[src/rtl/paula_disk_dmareq.sv]
// Paula disk DMA requester: small word FIFO between the MFM word stream and
// the Agnus disk DMA slots. DSKLEN must be written twice with DMAEN=1 to start
// a transfer. READ moves disk words to memory through DSKDATR cycles. WRITE
// moves memory words to the encoder through DSKDAT cycles.
//
// Optional feature macro: PAULA_DSKSYNC_EN. When it is defined, the inputs
// wordsync and sync_match are added, and READ capture can wait for a sync word.
//
// Ports:
//   clk, reset_n         bus clock, asynchronous active-low reset
//   clk7_en              clock enable; no state changes while low
//   reg_address_in[8:1]  register address of the current bus cycle
//   data_in              bus write data (DSKLEN, DSKDAT)
//   data_out             FIFO head during a DSKDATR cycle in READ, else 0
//   dmal, dmas           DMA request and direction (1 = memory->disk)
//   din, din_valid       decoded MFM word from the disk
//   dout, dout_valid     word toward the MFM encoder
//   dout_ready           encoder consumes dout
//   blckint              block-complete pulse
//   overrun              sticky; a disk word was dropped on a full FIFO
module paula_disk_dmareq #(
  parameter int unsigned FIFO_AW = 2,
  parameter logic [8:0]  DSKLEN  = 9'h024,
  parameter logic [8:0]  DSKDAT  = 9'h026,
  parameter logic [8:0]  DSKDATR = 9'h008
) (
  input  logic        clk,
  input  logic        reset_n,
  input  logic        clk7_en,
  input  logic [8:1]  reg_address_in,
  input  logic [15:0] data_in,
  output logic [15:0] data_out,
  output logic        dmal,
  output logic        dmas,
  input  logic [15:0] din,
  input  logic        din_valid,
  output logic [15:0] dout,
  output logic        dout_valid,
  input  logic        dout_ready,
`ifdef PAULA_DSKSYNC_EN
  input  logic        wordsync,
  input  logic        sync_match,
`endif
  output logic        blckint,
  output logic        overrun
);

  localparam int unsigned DEPTH = 1 << FIFO_AW;
  localparam int unsigned PW    = FIFO_AW;
  localparam int unsigned LW    = FIFO_AW + 1;
  localparam int unsigned CW    = 14;

  localparam logic [2:0] S_IDLE  = 3'd0;
  localparam logic [2:0] S_ARMED = 3'd1;
  localparam logic [2:0] S_READ  = 3'd2;
  localparam logic [2:0] S_WRITE = 3'd3;
  localparam logic [2:0] S_DONE  = 3'd4;

  logic [2:0]    state_q, state_d;
  logic [CW-1:0] count_q, count_d;
  logic [PW-1:0] wptr_q, wptr_d;
  logic [PW-1:0] rptr_q, rptr_d;
  logic [LW-1:0] level_q, level_d;
  logic [15:0]   mem_q [DEPTH];
  logic [15:0]   mem_d [DEPTH];
  logic          overrun_q, overrun_d;
`ifdef PAULA_DSKSYNC_EN
  logic          sync_seen_q, sync_seen_d;
`endif

  logic        empty, full, dsklen_wr, dskdat_wr, ack_rd, pop_rd, capture_ok;
  logic        push, pop, flush;
  logic [15:0] head, wdata;

  // Bus and FIFO status decode from registered state
  always_comb begin
    empty     = (level_q == '0);
    full      = (level_q == LW'(DEPTH));
    head      = mem_q[rptr_q];
    dsklen_wr = (reg_address_in == DSKLEN[8:1]);
    dskdat_wr = (reg_address_in == DSKDAT[8:1]) && (state_q == S_WRITE);
    ack_rd    = (reg_address_in == DSKDATR[8:1]) && (state_q == S_READ);
    pop_rd    = ack_rd && !empty;
`ifdef PAULA_DSKSYNC_EN
    capture_ok = !wordsync || sync_seen_q;
`else
    capture_ok = 1'b1;
`endif
  end

  // Outputs decoded from registered state, level and count
  always_comb begin
    data_out   = pop_rd ? head : 16'h0000;
    dout_valid = (state_q == S_WRITE) && !empty;
    dout       = dout_valid ? head : 16'h0000;
    dmas       = (state_q == S_WRITE);
    dmal       = (count_q != '0) &&
                 (((state_q == S_READ) && !empty) || ((state_q == S_WRITE) && !full));
    blckint    = (state_q == S_DONE);
    overrun    = overrun_q;
  end

  // Next-state, counter and FIFO update
  always_comb begin
    state_d   = state_q;
    count_d   = count_q;
    wptr_d    = wptr_q;
    rptr_d    = rptr_q;
    level_d   = level_q;
    mem_d     = mem_q;
    overrun_d = overrun_q;
`ifdef PAULA_DSKSYNC_EN
    sync_seen_d = sync_seen_q;
`endif
    push  = 1'b0;
    pop   = 1'b0;
    flush = 1'b0;
    wdata = din;

    if (clk7_en) begin
      case (state_q)
        S_IDLE: begin
          if (dsklen_wr && data_in[15]) begin
            state_d = S_ARMED;
            count_d = data_in[13:0];
          end
        end
        S_ARMED: begin
          if (dsklen_wr && data_in[15]) begin
            state_d = data_in[14] ? S_WRITE : S_READ;
            count_d = data_in[13:0];
`ifdef PAULA_DSKSYNC_EN
            sync_seen_d = 1'b0;
`endif
          end
        end
        S_READ: begin
`ifdef PAULA_DSKSYNC_EN
          if (sync_match) sync_seen_d = 1'b1;
`endif
          if (din_valid && capture_ok) begin
            if (full) overrun_d = 1'b1;
            else      push      = 1'b1;
          end
          if (pop_rd) begin
            pop = 1'b1;
            if (count_q != '0) count_d = count_q - CW'(1);
            // Last word acknowledged: whatever is still buffered is discarded
            if (count_q == CW'(1)) begin
              state_d = S_DONE;
              flush   = 1'b1;
            end
          end else if (count_q == '0) begin
            state_d = S_DONE;
            flush   = 1'b1;
          end
        end
        S_WRITE: begin
          wdata = data_in;
          if (dskdat_wr && !full) begin
            push = 1'b1;
            if (count_q != '0) count_d = count_q - CW'(1);
          end
          if (dout_valid && dout_ready) pop = 1'b1;
          // Finish only once the encoder has drained every word
          if ((count_q == '0) && empty) state_d = S_DONE;
        end
        S_DONE: begin
          state_d = S_IDLE;
        end
        default: begin
          state_d = S_IDLE;
        end
      endcase

      if (dsklen_wr && !data_in[15]) begin
        state_d   = S_IDLE;
        flush     = 1'b1;
        overrun_d = 1'b0;
      end

      if (flush) begin
        wptr_d  = '0;
        rptr_d  = '0;
        level_d = '0;
      end else begin
        if (push) begin
          mem_d[wptr_q] = wdata;
          wptr_d        = wptr_q + PW'(1);
        end
        if (pop) rptr_d = rptr_q + PW'(1);
        level_d = level_q + LW'(push) - LW'(pop);
      end
    end
  end

  // State registers
  always_ff @(posedge clk or negedge reset_n) begin
    if (!reset_n) begin
      state_q   <= S_IDLE;
      count_q   <= '0;
      wptr_q    <= '0;
      rptr_q    <= '0;
      level_q   <= '0;
      overrun_q <= 1'b0;
`ifdef PAULA_DSKSYNC_EN
      sync_seen_q <= 1'b0;
`endif
      for (int i = 0; i < int'(DEPTH); i++) mem_q[i] <= '0;
    end else begin
      state_q   <= state_d;
      count_q   <= count_d;
      wptr_q    <= wptr_d;
      rptr_q    <= rptr_d;
      level_q   <= level_d;
      overrun_q <= overrun_d;
`ifdef PAULA_DSKSYNC_EN
      sync_seen_q <= sync_seen_d;
`endif
      mem_q     <= mem_d;
    end
  end

endmodule

[config.mk]
export PLATFORM = sky130hd
export DESIGN_NAME = paula_disk_dmareq
export DESIGN_NICKNAME = d
export VERILOG_FILES = /design/src/rtl/paula_disk_dmareq.sv
export SDC_FILE = /design/constraint.sdc
export NUM_CORES = 1
export LEC_CHECK = 0
export CAP_MARGIN = 10
export CORE_MARGIN = 10
export CORE_UTILIZATION = 45
export CTS_BUF_LIST = sky130_fd_sc_hd__clkbuf_4 sky130_fd_sc_hd__clkbuf_8
export CTS_CLUSTER_SIZE = 16
export DETAILED_ROUTE_END_ITERATION = 10
export HOLD_SLACK_MARGIN = 0.12
export PLACE_DENSITY = 0.8
export SYNTH_ARGS = -nofsm -noshare
export SYNTH_HDL_FRONTEND = slang
export SYNTH_SLANG_ARGS = --single-unit
[constraint.sdc]
create_clock -name clk -period 4 [get_ports clk]
set_clock_uncertainty 0.1 [all_clocks]
set_input_delay 1 -clock clk [delete_from_list [all_inputs] [get_ports clk]]
set_output_delay 1 -clock clk [all_outputs]
set_load 0.01 [all_outputs]
==> results.rst <==
.. list-table::
   :header-rows: 1

   * - Metric
     - Value
   * - Outcome
     - finished clean
   * - Post CTS Setup Buffer Count
     - 0
   * - Most frequent cells in the layout
     - dfrtp_1 (89), clkdlybuf4s50_1 (64), mux2_2 (50), buf_4 (26), nand2_1 (22)
   * - Via count of the routed design
     - around 4,100
   * - Maximum achievable frequency
     - approximately 270 MHz
   * - Total of buffers placed on input and output ports
     - 81
   * - Wire length after detailed routing
     - between 10 and 15 mm
   * - Arrival time worst endpoint
     - between 2 and 3 ns
   * - Detail-routed via count per cell
     - ~5.9
   * - RSZ-0062 raised after global routing
     - false
   * - Final setup viols
     - 0
   * - Yosys synthesis warning count
     - 0
   * - Max transition margin
     - 0.257
   * - Synth async-reset ratio
     - 1.00
   * - Cell at the root of the clock tree
     - clkbuf_8
   * - Number of placement rows
     - 39
   * - Via count of the first global-routing pass
     - 4,353
   * - Hold Fails Final Rpt
     - 0
   * - Worst vdd ir
     - a little over 0.2 mV
   * - Post-synthesis instance total
     - between 400 and 500
   * - Number of flops mapped to enable cells by yosys
     - 0
   * - Total number of clock tree sinks
     - 89
   * - Routed wire length per instance
     - just over 20 um
   * - I/O pin count
     - 82
   * - Worst Setup Path Type
     - input port to output pin
   * - Final clock period utilization by the worst path
     - 0.943
   * - Clock transition at the register clock pins on the worst setup and hold paths after CTS
     - around 0.1 ns
   * - Pin count of the biggest net entering global routing
     - 90
   * - Die span in y
     - 128 um
   * - Total congestion overflow
     - 0
   * - Finished Layout Cells
     - 694
   * - Clock tree from TritonCTS
     - yes
   * - Data required time at the worst endpoint
     - a little under 3 ns
   * - Instance count after placement with tap cells included
     - around 680
   * - Post-Synthesis Cell Area
     - between 5000 and 6000 um^2
   * - Ratio of cells with drive above 1 in the final layout
     - 0.250
   * - Tmin final
     - 3.77 ns
   * - GP Congestion
     - 0.889
   * - Global-route wire length before repair
     - approximately 23 mm
   * - # hold bufs at CTS
     - 0
   * - Number of detailed-route iterations in the first pass
     - 5
   * - Placeable core region
     - about 11,000 um^2
   * - Number of max-cap violations
     - 0
   * - Largest fanout of any net on the critical path
     - 12
   * - FF+latch count, synth
     - between 80 and 90
   * - DRC errors left
     - 0
   * - Slowest cell on crit path
     - clkdlybuf4s50_1
   * - Total clock buffers created by CTS
     - 9
   * - Syn nets
     - 507
   * - Largest buffer count on any clock path
     - 2
   * - Portion of the post-synthesis area used by sequential elements
     - 0.422
   * - Sort of element at the end of the critical path
     - output pin
   * - Syn-to-layout area delta
     - 25.1%
   * - Launching element type of the critical path
     - input port
   * - Hold Path Class
     - flip-flop to flip-flop
   * - Deepest level of the CTS H-tree
     - 3
   * - Total Routing Usage GR
     - 0.173
   * - Area of the die
     - around 16,000 um^2
   * - Number of distinct library cells after synthesis
     - a little under 70
   * - Final HPWL from detailed placement
     - about 10 mm
   * - Predominant post-synthesis flop cell
     - dfrtp_1
   * - Final nets
     - about 600
   * - Worst Max-Slew Pin Slew
     - 1.11 ns
   * - Floorplan die width
     - 128 um
   * - Pwr/cell area
     - 335 nW/um^2
   * - Power, Total
     - roughly 2.2 mW
   * - Most common cell after layout, fill and taps aside
     - dfrtp_1
   * - Effective utilization at floorplan
     - 0.460
   * - Iteration-0 DRC Markers
     - ~400
   * - Leakage power figure
     - between 3 and 4 nW
   * - Longest individual stage delay on the worst path
     - between 0.4 and 0.5 ns
   * - Latest clock arrival within the worst-skew pair
     - ~0.38 ns
   * - Antenna violations before repair
     - 0
   * - CP cell instances
     - clkdlybuf4s50_1 -> nor4b_2 -> buf_4 -> nand4_1 -> buf_6 -> nor2b_1 -> dlygate4sd2_1
   * - Post-DRT Antenna Nets
     - 0
   * - Avg Synthesized Cell Area
     - 11.7 um^2
   * - Max-slew violation total from the final report
     - 0
   * - Inserted Diodes
     - 0
==> cells in the mapped netlist (6+ instances only) <==
master	n	area (um^2)
mux4_2	16	360
mux2_1	20	225
dfrtp_1	89	2230
inv_1	17	63.8
mux2_4	10	150
nand3_1	7	35.0
and2_1	17	106
nor2b_1	19	119
nand2_1	22	82.6
clkbuf_1	17	63.8
a41oi_1	6	52.6
nor2_1	20	75.1
o21ai_0	10	50.1
ha_1	9	113
nor3_1	7	35.0
mux2_2	50	563
nand4_1	9	56.3
a21oi_1	11	55.1
==> timing repair <==
item	CTS	global route
gates resized for setup	16	3
setup endpoints to repair	16	3
pin swaps	0	1
==> flip-flops by register name, summed over array words and instances, names as in the netlist <==
register / cells
state_q: 3
mem_q: 64
overrun: 1
level_q: 3
count_q: 14
wptr_q: 2
rptr_q: 2
==> stage by stage <==
stage               setup TNS, ns  instance area, um^2  setup slack (ns)  utilization  hold slack (ns)
floorplan                       0                 5280             0.394            -            0.353
global placement           -0.626                 6390            -0.101        0.557            0.362
detailed placement         -0.761                 6390            -0.167        0.557            0.377
CTS                             0                 6600          0.000610        0.575            0.397
global route                    0                 6600            0.0372        0.576            0.410
finish                          0                 6600             0.227        0.576            0.396
==> worst paths after layout <==
check | from | depth (start not counted) | slack [ns] | to
min | mem_q[6] | 1 | 0.40 | mem_q[6]
min in group asynchronous | reset_n | 1 | 0.71 | mem_q[10]
min reg2reg | mem_q[6] | 1 | 0.40 | mem_q[6]
max reg2reg | state_q[0] | 14 | 0.74 | level_q[2]
max in group asynchronous | reset_n | 1 | 2.36 | mem_q[2]
max | reg_address_in[2] | 7 | 0.23 | data_out[14]
==> final cells by class <==
class / count / area, um^2
flip-flops and latches: 89 / 2230
repair buffers: 111 / 1080
well taps: 143 / 179
clock buffers: 9 / 124
multi-input cells: 318 / 2850
clock inverters: 7 / 86.3
inverters: 17 / 63.8
fillers: 949 / 4860
==> where the power goes <==
group / internal, mW / total (mW) / switching (mW)
logic: 0.278 / 0.565 / 0.286
registers: 0.937 / 1.02 / 0.0778
clock network: 0.250 / 0.634 / 0.384
==> kinds of logic (layout without fill, tap and decap cells) <==
kind of cell	after synthesis	in the layout	share of synthesized area
and+or+nand+nor	131	131	0.142
muxes	98	98	0.250
DFF	89	89	0.422
AOI/OAI and AO/OA	77	77	0.116
buffers and inverters	45	144	0.0419
adders and majority gates	10	10	0.0251
xor gates and xnor gates	2	2	0.00332
==> metal layers <==
metal / track usage / share of wire / routed length (um) / vias up
met3: 0.0496 / 0.066 / 933 / 23
met4: 0.0570 / 0.021 / 301 / 0
met5: 0 / 0 / 0 / -
met2: 0.290 / 0.50 / 7070 / 134
li1: - / - / - / 1879
met1: 0.210 / 0.41 / 5810 / 2056
==> critical path, delay by kind of cell <==
kind,cells,cell delay [ns]
buf+inv,4,1.09
simple gates,3,0.58
No activity file was read; power rests on OpenSTA's default activity.
